<file path="src/rtl/ysyx_22041071_pc_gen_pkg.sv">
// Shared constants and FSM encoding for the IF-stage PC generator.
package ysyx_22041071_pc_gen_pkg;

    localparam int unsigned ADDR_W = 64;
    localparam logic [ADDR_W-1:0] START_ADDR = 64'h8000_0000;

    typedef enum logic [1:0] {
        PcgBoot = 2'd0,
        PcgRun  = 2'd1,
        PcgHalt = 2'd2
    } pcg_state_e;

    // Redirect targets are forced onto a word boundary; misalignment is only flagged.
    function automatic logic [ADDR_W-1:0] align_pc(input logic [ADDR_W-1:0] pc);
        return {pc[ADDR_W-1:2], 2'b00};
    endfunction

endpackage

</file>
<file path="src/rtl/ysyx_22041071_pc_gen.sv">
// Fetch PC generator: producer side of the IF valid/ready handshake with boot hold-off,
// EX redirects, WB halt and an accepted-fetch performance counter.
module ysyx_22041071_pc_gen
    import ysyx_22041071_pc_gen_pkg::*;
#(
    parameter logic [ADDR_W-1:0] RESET_PC    = START_ADDR,
    parameter int unsigned       BOOT_CYCLES = 4,
    parameter int unsigned       CNT_W       = 64
) (
    input  logic              clk,
    input  logic              reset,
    input  logic              ready1,
    input  logic              brch_sel,
    input  logic [ADDR_W-1:0] brch_pc,
    input  logic              halt,
    output logic              valid1,
    output logic [ADDR_W-1:0] PC1,
    output logic              redirected,
    output logic              misalign,
    output logic              halted,
    output logic [CNT_W-1:0]  fetch_cnt
);

    localparam logic [3:0] BootInit = 4'(BOOT_CYCLES - 1);

    pcg_state_e state_q;
    logic [3:0] boot_cnt_q;
    logic       handshake;
    logic       count_en;

    assign handshake = valid1 & ready1;
    // halt outranks the handshake, so a fetch offered in the halting cycle is not counted.
    assign count_en  = (state_q == PcgRun) & handshake & ~halt;

    always_ff @(posedge clk or negedge reset) begin
        if (!reset) begin
            state_q    <= PcgBoot;
            boot_cnt_q <= BootInit;
            PC1        <= RESET_PC;
            valid1     <= 1'b0;
            redirected <= 1'b0;
            misalign   <= 1'b0;
            halted     <= 1'b0;
        end else begin
            redirected <= 1'b0;
            misalign   <= 1'b0;
            unique case (state_q)
                PcgBoot: begin
                    if (halt) begin
                        state_q <= PcgHalt;
                        halted  <= 1'b1;
                    end else if (boot_cnt_q == 4'd0) begin
                        state_q <= PcgRun;
                        valid1  <= 1'b1;
                    end else begin
                        boot_cnt_q <= boot_cnt_q - 4'd1;
                    end
                end
                PcgRun: begin
                    if (halt) begin
                        state_q <= PcgHalt;
                        valid1  <= 1'b0;
                        halted  <= 1'b1;
                    end else if (brch_sel) begin
                        // A redirect flushes the pending offer even under backpressure.
                        PC1        <= align_pc(brch_pc);
                        redirected <= 1'b1;
                        misalign   <= |brch_pc[1:0];
                    end else if (handshake) begin
                        PC1 <= PC1 + 64'd4;
                    end
                end
                PcgHalt: begin
                    valid1 <= 1'b0;
                    halted <= 1'b1;
                end
                default: begin
                    state_q <= PcgHalt;
                    valid1  <= 1'b0;
                    halted  <= 1'b1;
                end
            endcase
        end
    end

    always_ff @(posedge clk or negedge reset) begin
        if (!reset) begin
            fetch_cnt <= '0;
        end else if (count_en) begin
            fetch_cnt <= fetch_cnt + CNT_W'(1);
        end
    end

endmodule

</file>
<file path="config.mk">
export PLATFORM = sky130hd
export DESIGN_NAME = ysyx_22041071_pc_gen
export DESIGN_NICKNAME = d
export VERILOG_FILES = /design/src/rtl/ysyx_22041071_pc_gen_pkg.sv /design/src/rtl/ysyx_22041071_pc_gen.sv
export SDC_FILE = /design/constraint.sdc
export NUM_CORES = 1
export LEC_CHECK = 0
export CAP_MARGIN = 25
export CORE_ASPECT_RATIO = 1.75
export CORE_MARGIN = 2
export CORE_UTILIZATION = 49
export DETAILED_ROUTE_END_ITERATION = 8
export GPL_TIMING_DRIVEN = 0
export PLACE_DENSITY = 0.77
export RECOVER_POWER = 50
export SYNTH_ARGS = -nofsm -noshare
export SYNTH_HDL_FRONTEND = slang
export SYNTH_SLANG_ARGS = --single-unit
</file>
<file path="constraint.sdc">
create_clock -name clk -period 2.8 [get_ports clk]
set_input_delay 0.56 -clock clk [delete_from_list [all_inputs] [get_ports clk]]
set_output_delay 0.56 -clock clk [all_outputs]
set_load 0.05 [all_outputs]
</file>
Word level (Yosys, flattened, before mapping)
Cells that the tools add are included. Widths: inputs -> output; s select.

Memories: 0. Logic and storage cells: 51. RAM bits: 0. Output and inout bits: 132. Latch bits: 0. Bits in read-only memories: 0. Input bits: 69. Register bits after elaboration: 138.

$mul: 0. Equality and inequality tests: 7. Divide/modulo/power cells: 0. Bitwise logic cells: 6. Muxes and demuxes: 18. Add/sub/neg operators: 3. Shift-type cells: 0. $lt $le $gt $ge: 0. Reduce and logical (&&, ||, !) cells: 9.

Operator list (count): $mux 64 (2); $add 64x1->64 const B (1); $add 64x3->64 const B (1); $reduce_and 3->1 (4); $mux 1 (11); $mux 2 (3); $ne 2x2->1 const B (3); $pmux 2 s3 (1); $logic_not 4->1 (1); $reduce_or 2->1 (2); $sub 4x1->4 const B (1); $and 1x1->1 (3); $ne 3x3->1 const B (1); $not 1->1 (3); $eq 2x1->1 const B (1); $eq 2x2->1 const B (1); $logic_not 2->1 (1); $ne 2x1->1 const B (1); $pmux 1 s2 (1); $reduce_bool 2->1 (1).

Depth between registers and ports, before layout
Gate-level depths: netlist of the first run.

Depth in word-level cells: 4. Mapped depth: 8. Depth with buffers taken out: 7.

Worst setup path before layout of the first run
No wires, ideal clock.

Path kind: flip-flop to flip-flop. Start: reg PC1[2]. End: reg PC1[60]. Required time: 2730 ps. Path buffers: 0. Stages on the path, launching flop included: 8. Library setup time: 70 ps. Arrival: 2674 ps. Clock period less this slack: 2744 ps. Setup slack: 56 ps. Cells stage by stage: dfrtp_1 -> ha_1 -> nand4_2 -> or3_4 -> nor4_4 -> nand4_2 -> or4_1 -> nand3_1.

Cells in the longest elaborated chain, start to end: 3.

RTL lines: from (decl) (line ysyx_22041071_pc_gen.sv:17) `output logic [ADDR_W-1:0] PC1,`; from (signal assigned) (line ysyx_22041071_pc_gen.sv:66) `PC1 <= align_pc(brch_pc);`; from (signal assigned) (line ysyx_22041071_pc_gen.sv:70) `PC1 <= PC1 + 64'd4;`; $add 64x3->64 (line ysyx_22041071_pc_gen.sv:70); $mux 64 (line ysyx_22041071_pc_gen.sv:69) `end else if (handshake) begin`; $mux 64 (line ysyx_22041071_pc_gen.sv:64) `end else if (brch_sel) begin`.

Every way passes these cells. The select of a mux whose other input is x is not followed. A chain may end at the register's enable or synchronous reset.

Final worst setup path of the first run
Start: reg PC1[2]. End: reg PC1[38].

Same word-level chain as after synthesis.

==> results.ini, run 1 <==
[status]
status=finished, violations left
violations=max-capacitance violations, max-slew violations

[detailed_routing]
drt-initial-drc-count=650
firstDrtPassIters=5
wl_per_cell_microns=21.01
routed_wl_microns=26530
wl_met2_microns=13430
viasPerCell=6.283
ant_nets=0
met3_length_microns=2015
vias=7936
top_layer_used=met4
drc=0
met1_length_microns=9246

[timing]
hold_viol_final=0
slew_viol_final=74
setup_viol=0
skew_ps=11.38
period_minus_slack_ps=2673
max_freq_mhz=374.2
rsz0062_at_grt=no
min_period_over_period=0.9545
timing.slew.headroom=-0.3571
tightest_slew_ps=2036

[yosys]
synth_common_cells=dfrtp_1, nand2_1, nand3_1, nor2_1, a21oi_1
synth_top_cell_by_area=dfrtp_1
synth.distinct_cells=68
yosysMostFrequentCell=dfrtp_1
dominantRegCellSynth=dfrtp_1
ys_seq_area_frac=0.4544
synth_seq_cells=136
synth_area_leaders=dfrtp_1, xnor2_1, nand2_1
syn_inst=841
synth_area_per_cell_sq_um=8.916
async_flop_share=1.000
synth_area_sq_um=7498
synth_top_area_share=0.4439
synth_edf_count=0
yosysWarnings=0

[floorplanning]
io_pins=201
initial_core_util=0.5029
die_area_sq_um=16350
fp.coreArea_sq_um=14910
chipWidth_microns=97.51
die_h_microns=167.6
row_count=59

[setup_path]
critPathMaxStageDelay_ps=720
critPathMaxFanout=6
cp-end-kind=register
worstRegToRegCells=6
regToRegEndpoint=PC1[38]
cp_cell_sequence=ha_1 -> nand4_2 -> nor3_1 -> and4_1 -> nand4_1 -> a311o_1
arrival_ps=2970
cp_top_family=simple AND/OR/NAND/NOR gates
critPathSlowestCell=nor3_1
path_class=register to register
path_buf_inv=0
required_ps=3100
startpoint_type=register
r2r_slack_ps=130
r2r_start=PC1[2]

[clock_tree]
clock_sinks=136
cts_tree=done
path_clk_slew_ps=70
cts_inserted_buffers=17
hold_buffers=0
cts_max_path_buffers=2
worstSkewPairLatency_ps=420
htreeDepth=4
ctsRootBufferMaster=clkbuf_16

[min_path]
hp-start=fetch_cnt[63]
hold_depth=1
whs_endpoint=fetch_cnt[63]
hp-class=register to register

[pwr]
power_density_nw_per_um2=446.7
vdd_ir_drop_max_uv=386.1
leakagePower_nw=4.415

[placement]
dpl.hpwl_microns=19610
portBuffers=197
place_congestion=1.007
dp.cells=1223

[global_route]
grt_pass1_wl_microns=41590
overflow=0
grt_pass1_vias=7909
grt_usage=0.3220
antenna_found_initial=0
grt_max_degree=75

[final_layout]
final_core_util=0.7052
layout.cells.non_filler=1263
layout-drive-gt1-share=0.07593
fin_nets=1139
n_antenna_cell=0
fillers=1219
areaGrowthSynthToFinish_pct=40.25

[flow_run]
cap_violations=1

cells in the final DEF, fill, tap and decap left out, types with 5 or more instances in the layout:
| cell | count |
|---|---|
| and4_1 | 18 |
| clkbuf_16 | 17 |
| nor2_1 | 60 |
| or3_1 | 9 |
| o21a_1 | 6 |
| nand3_1 | 67 |
| inv_1 | 17 |
| dfrtp_1 | 133 |
| xor2_1 | 21 |
| o22ai_1 | 12 |
| nor4_1 | 16 |
| nor3_1 | 23 |
| clkbuf_1 | 25 |
| buf_4 | 10 |
| clkdlybuf4s50_1 | 153 |
| buf_2 | 6 |
| a22oi_1 | 8 |
| or4_1 | 5 |
| and3_1 | 25 |
| a21oi_1 | 56 |
| nand4_1 | 42 |
| o21ai_0 | 49 |
| mux2i_1 | 6 |
| xnor2_1 | 44 |
| dlygate4sd3_1 | 43 |
| nand2_1 | 91 |
| a211oi_1 | 5 |
state kept, by name, indices dropped and copies added, names as in the netlist:
name,cells
state_q,2
boot_cnt_q,4
redirected,1
halted,1
fetch_cnt,64
misalign,1
valid1,1
PC1,62
how the worst max path moves through the flow:
stage	slack, ps	depth (start not counted)	to	start
final	130	6	PC1[38]	PC1[2]
after floorplan	60	7	PC1[60]	PC1[2]
after global routing	30	6	PC1[43]	halt
after CTS	4	6	PC1[63]	PC1[32]
after detailed placement	-1020	7	PC1[57]	halt
after global placement	-4440	1	fetch_cnt[55]	reset
stage by stage:
stage	TNS [ps]	total power, mW	instance area, sq um	hold WS, ps	setup slack [ps]
final	0	4.698	10520	463.3	127.4
after global routing	0	4.810	10520	501.5	27.78
after CTS	0	4.706	10420	206.4	3.974
after detailed placement	-61450	2.441	9732	466.2	-1015
after global placement	-656770	2.434	9703	460.2	-4437
after floorplan	0	2.207	7502	264.4	55.93
area by class of cell:
cell class	count	area [sq um]	share of cell area
Sequential cell	136	3407	0.3240
Inverter	19	71.32	0.006782
Clock buffer	17	425.4	0.04045
Multi-Input combinational cell	648	3986	0.3791
Tap cell	183	229.0	0.02177
Timing Repair Buffer	207	2058	0.1957
Buffer	38	162.7	0.01547
Clock inverter	15	176.4	0.01678
kinds of logic after synthesis:
family	count (synthesis)	share of synthesized area
AOI/OAI and AO/OA	177	0.1445
xor gates and xnor gates	65	0.07592
buffers and inverters	58	0.03120
other	1	0.0005001
muxes	6	0.008010
DFF	136	0.4544
adders and majority gates	3	0.005006
and+or+nand+nor	395	0.2805
report_power, final:
group	switching, mW	internal, mW
combinational	0.231	0.160
sequential	0.0344	1.98
clock	1.01	1.28
routing by layer:
layer | global-route usage | vias up
li1 | - | 3563
met1 | 0.3528 | 3810
met2 | 0.5652 | 444
met3 | 0.05509 | 119
met4 | 0.2132 | 0
met5 | 0 | -
timing repair:
item / 4_1_cts / 5_1_grt
buffers inserted: 2 / 7
setup endpoints to repair: 79 / 58
pin swaps: 1 / 4
resized for setup: 15 / 11
hold endpoints to repair: 0 / 0
(Power assumes the default switching activity.)
==> run 2: changes to the inputs <==
--- a/config.mk
+++ b/config.mk
@@ -9,10 +9,13 @@
 export CORE_ASPECT_RATIO = 1.75
 export CORE_MARGIN = 2
 export CORE_UTILIZATION = 49
+export CTS_CLUSTER_DIAMETER = 50
+export CTS_CLUSTER_SIZE = 24
 export DETAILED_ROUTE_END_ITERATION = 8
 export GPL_TIMING_DRIVEN = 0
 export PLACE_DENSITY = 0.77
 export RECOVER_POWER = 50
+export SKIP_LAST_GASP = 1
 export SYNTH_ARGS = -nofsm -noshare
 export SYNTH_HDL_FRONTEND = slang
 export SYNTH_SLANG_ARGS = --single-unit
==> run 2 against run 1 <==
The flow still finishes with violations (max-capacitance violations, max-slew violations). Utilization rose by 0.11 points. Routed wire length rose by 0.23%. Fmax increased by 0.86%. Global-route usage unchanged. Critical path type is now input pin to register. Critical endpoint is now PC1[43].
==> results.ini, run 2 (same netlist as run 1, synthesis figures left out) <==
[timing]
hold_viol_final=0  ; unchanged
finalSetupTns_ps=0  ; unchanged
period_minus_slack_ps=2650  ; -22.85 ps
min_period_over_period=0.9463  ; -0.008160
timing.final.ws_setup_ps=150.3  ; +22.85 ps
slew_viol_final=74  ; unchanged
whs_ps=469.7  ; +6.372 ps
setup_viol=0  ; unchanged
skew_ps=11.19  ; -0.1899 ps
tightest_slew_ps=2062  ; +26.55 ps
rsz0062_at_grt=no
timing.slew.headroom=-0.3748  ; -0.01770
max_freq_mhz=377.4  ; +0.86%

[setup_path]
path_buf_inv=1  ; +1
startpoint_type=input pin
cp_top_family=simple AND/OR/NAND/NOR gates
critPathMaxStageDelay_ps=600  ; -120 ps
arrival_ps=2960  ; about the same
required_ps=3110  ; about the same
path_class=input pin to register
cp-end-kind=register
critPathMaxFanout=8  ; +2
cp_cell_sequence=clkdlybuf4s50_1 -> nor3b_4 -> nand2_1 -> or4_1 -> o21a_1 -> o21ai_0
critPathSlowestCell=or4_1

[placement]
dpl.hpwl_microns=19610  ; unchanged
portBuffers=197  ; unchanged
post-place-ws_ps=-1015  ; unchanged
place_congestion=1.007  ; unchanged
dpl_cell_area_sq_um=9732  ; unchanged

[clock_tree]
ctsRootBufferMaster=clkbuf_16
htreeDepth=4  ; unchanged
cts_tree=done
clock_sinks=136  ; unchanged
hold_buffers=0  ; unchanged
path_clk_slew_ps=60  ; about the same
cts_inserted_buffers=17  ; unchanged
worstSkewPairLatency_ps=420  ; about the same
cts_max_path_buffers=2  ; unchanged

[detailed_routing]
wl_per_cell_microns=21.04  ; +0.15%
drc=0  ; unchanged
viasPerCell=6.328  ; +0.70%
routed_wl_microns=26590  ; +0.23%
ant_nets=0  ; unchanged
firstDrtPassIters=5  ; unchanged
drt-initial-drc-count=690  ; +6.2%
vias=7998  ; +0.78%

[final_layout]
layout_common_cells=clkdlybuf4s50_1, dfrtp_1, nand2_1, nand3_1, nor2_1
mostFrequentLayoutCell=clkdlybuf4s50_1
fin_nets=1140  ; +0.088%
reg_top3=fetch_cnt (64), PC1 (62), boot_cnt_q (4)
design_area_sq_um=10530  ; +0.15%
n_antenna_cell=0  ; unchanged
largest_register_ffs=64  ; unchanged
layout-drive-gt1-share=0.08141  ; +0.005480
largest-register=fetch_cnt
areaGrowthSynthToFinish_pct=40.46

[global_route]
grt_pass1_wl_microns=41590  ; unchanged
grt_usage=0.3220  ; unchanged
antenna_found_initial=0  ; unchanged
grt_pass1_vias=7909  ; unchanged
overflow=0  ; unchanged
grt_max_degree=75  ; unchanged

[floorplanning]
chipWidth_microns=97.51  ; unchanged
fp.coreArea_sq_um=14910  ; unchanged
die_area_sq_um=16350  ; unchanged
die_h_microns=167.6  ; unchanged
io_pins=201  ; unchanged
initial_core_util=0.5029  ; unchanged
row_count=59  ; unchanged

[status]
status=finished, violations left
violations=max-capacitance violations, max-slew violations

[pwr]
power_density_nw_per_um2=445.2  ; -0.33%
leakagePower_nw=4.311  ; -2.4%
total_power_mw=4.689  ; -0.18%
vdd_ir_drop_max_uv=401.4  ; +4.0%

[min_path]
hp-class=register to register

[flow_run]
cap_violations=1  ; unchanged

## run 2: timing repair
item,in CTS,in global routing
resized for setup,14,17
buffers inserted,2,8
pin swaps,1,4
endpoints found under the setup margin,79,68
## run 2: worst paths after layout
check,end,start,cells after the start,slack (ps)
setup / recovery,PC1[43],halt,6,150
hold reg to reg,fetch_cnt[63],fetch_cnt[63],1,470
max in group asynchronous,PC1[36],reset,1,840
min in group asynchronous,PC1[11],reset,1,730
hold / removal,fetch_cnt[63],fetch_cnt[63],1,470
setup reg to reg,PC1[38],PC1[2],6,150
## run 2: final cells by class
cell class                      instances  area (sq um)
Multi-Input combinational cell        648          3989
Sequential cell                       136          3407
Fill cell                            1210          4379
Inverter                               19         71.32
Buffer                                 38         165.2
Clock inverter                         15         176.4
Tap cell                              183         229.0
Clock buffer                           17         425.4
Timing Repair Buffer                  208          2069
## run 2: worst reg2reg max path, stage by stage (launching register included)
cell and delay [ps]:
dfrtp_1 440, ha_1 260, nand4_2 160, nor3_1 700, and4_1 430, nand4_1 160, a311o_1 380
## run 2: metrics by stage
stage | utilization | instances
2_1_floorplan | - | 842
5_1_grt | 0.7063 | 1264
3_5_place_dp | 0.6526 | 1223
3_3_place_gp | 0.6507 | 1222
6_report | 0.7063 | 1264
4_1_cts | 0.6982 | 1257
## run 2: where the power goes
group          switching (mW)  total, mW  internal [mW]
Sequential             0.0346       2.02           1.98
Clock                    1.00       2.28           1.28
Combinational           0.231      0.392          0.161
## run 2: metal layers
| metal | vias to the layer above | wire [microns] | GRT usage |
|---|---|---|---|
| li1 | 3566 | - | - |
| met3 | 116 | 2044 | 0.05509 |
| met4 | 0 | 1739 | 0.2132 |
| met5 | - | 0 | 0 |
| met1 | 3851 | 9271 | 0.3528 |
| met2 | 465 | 13540 | 0.5652 |
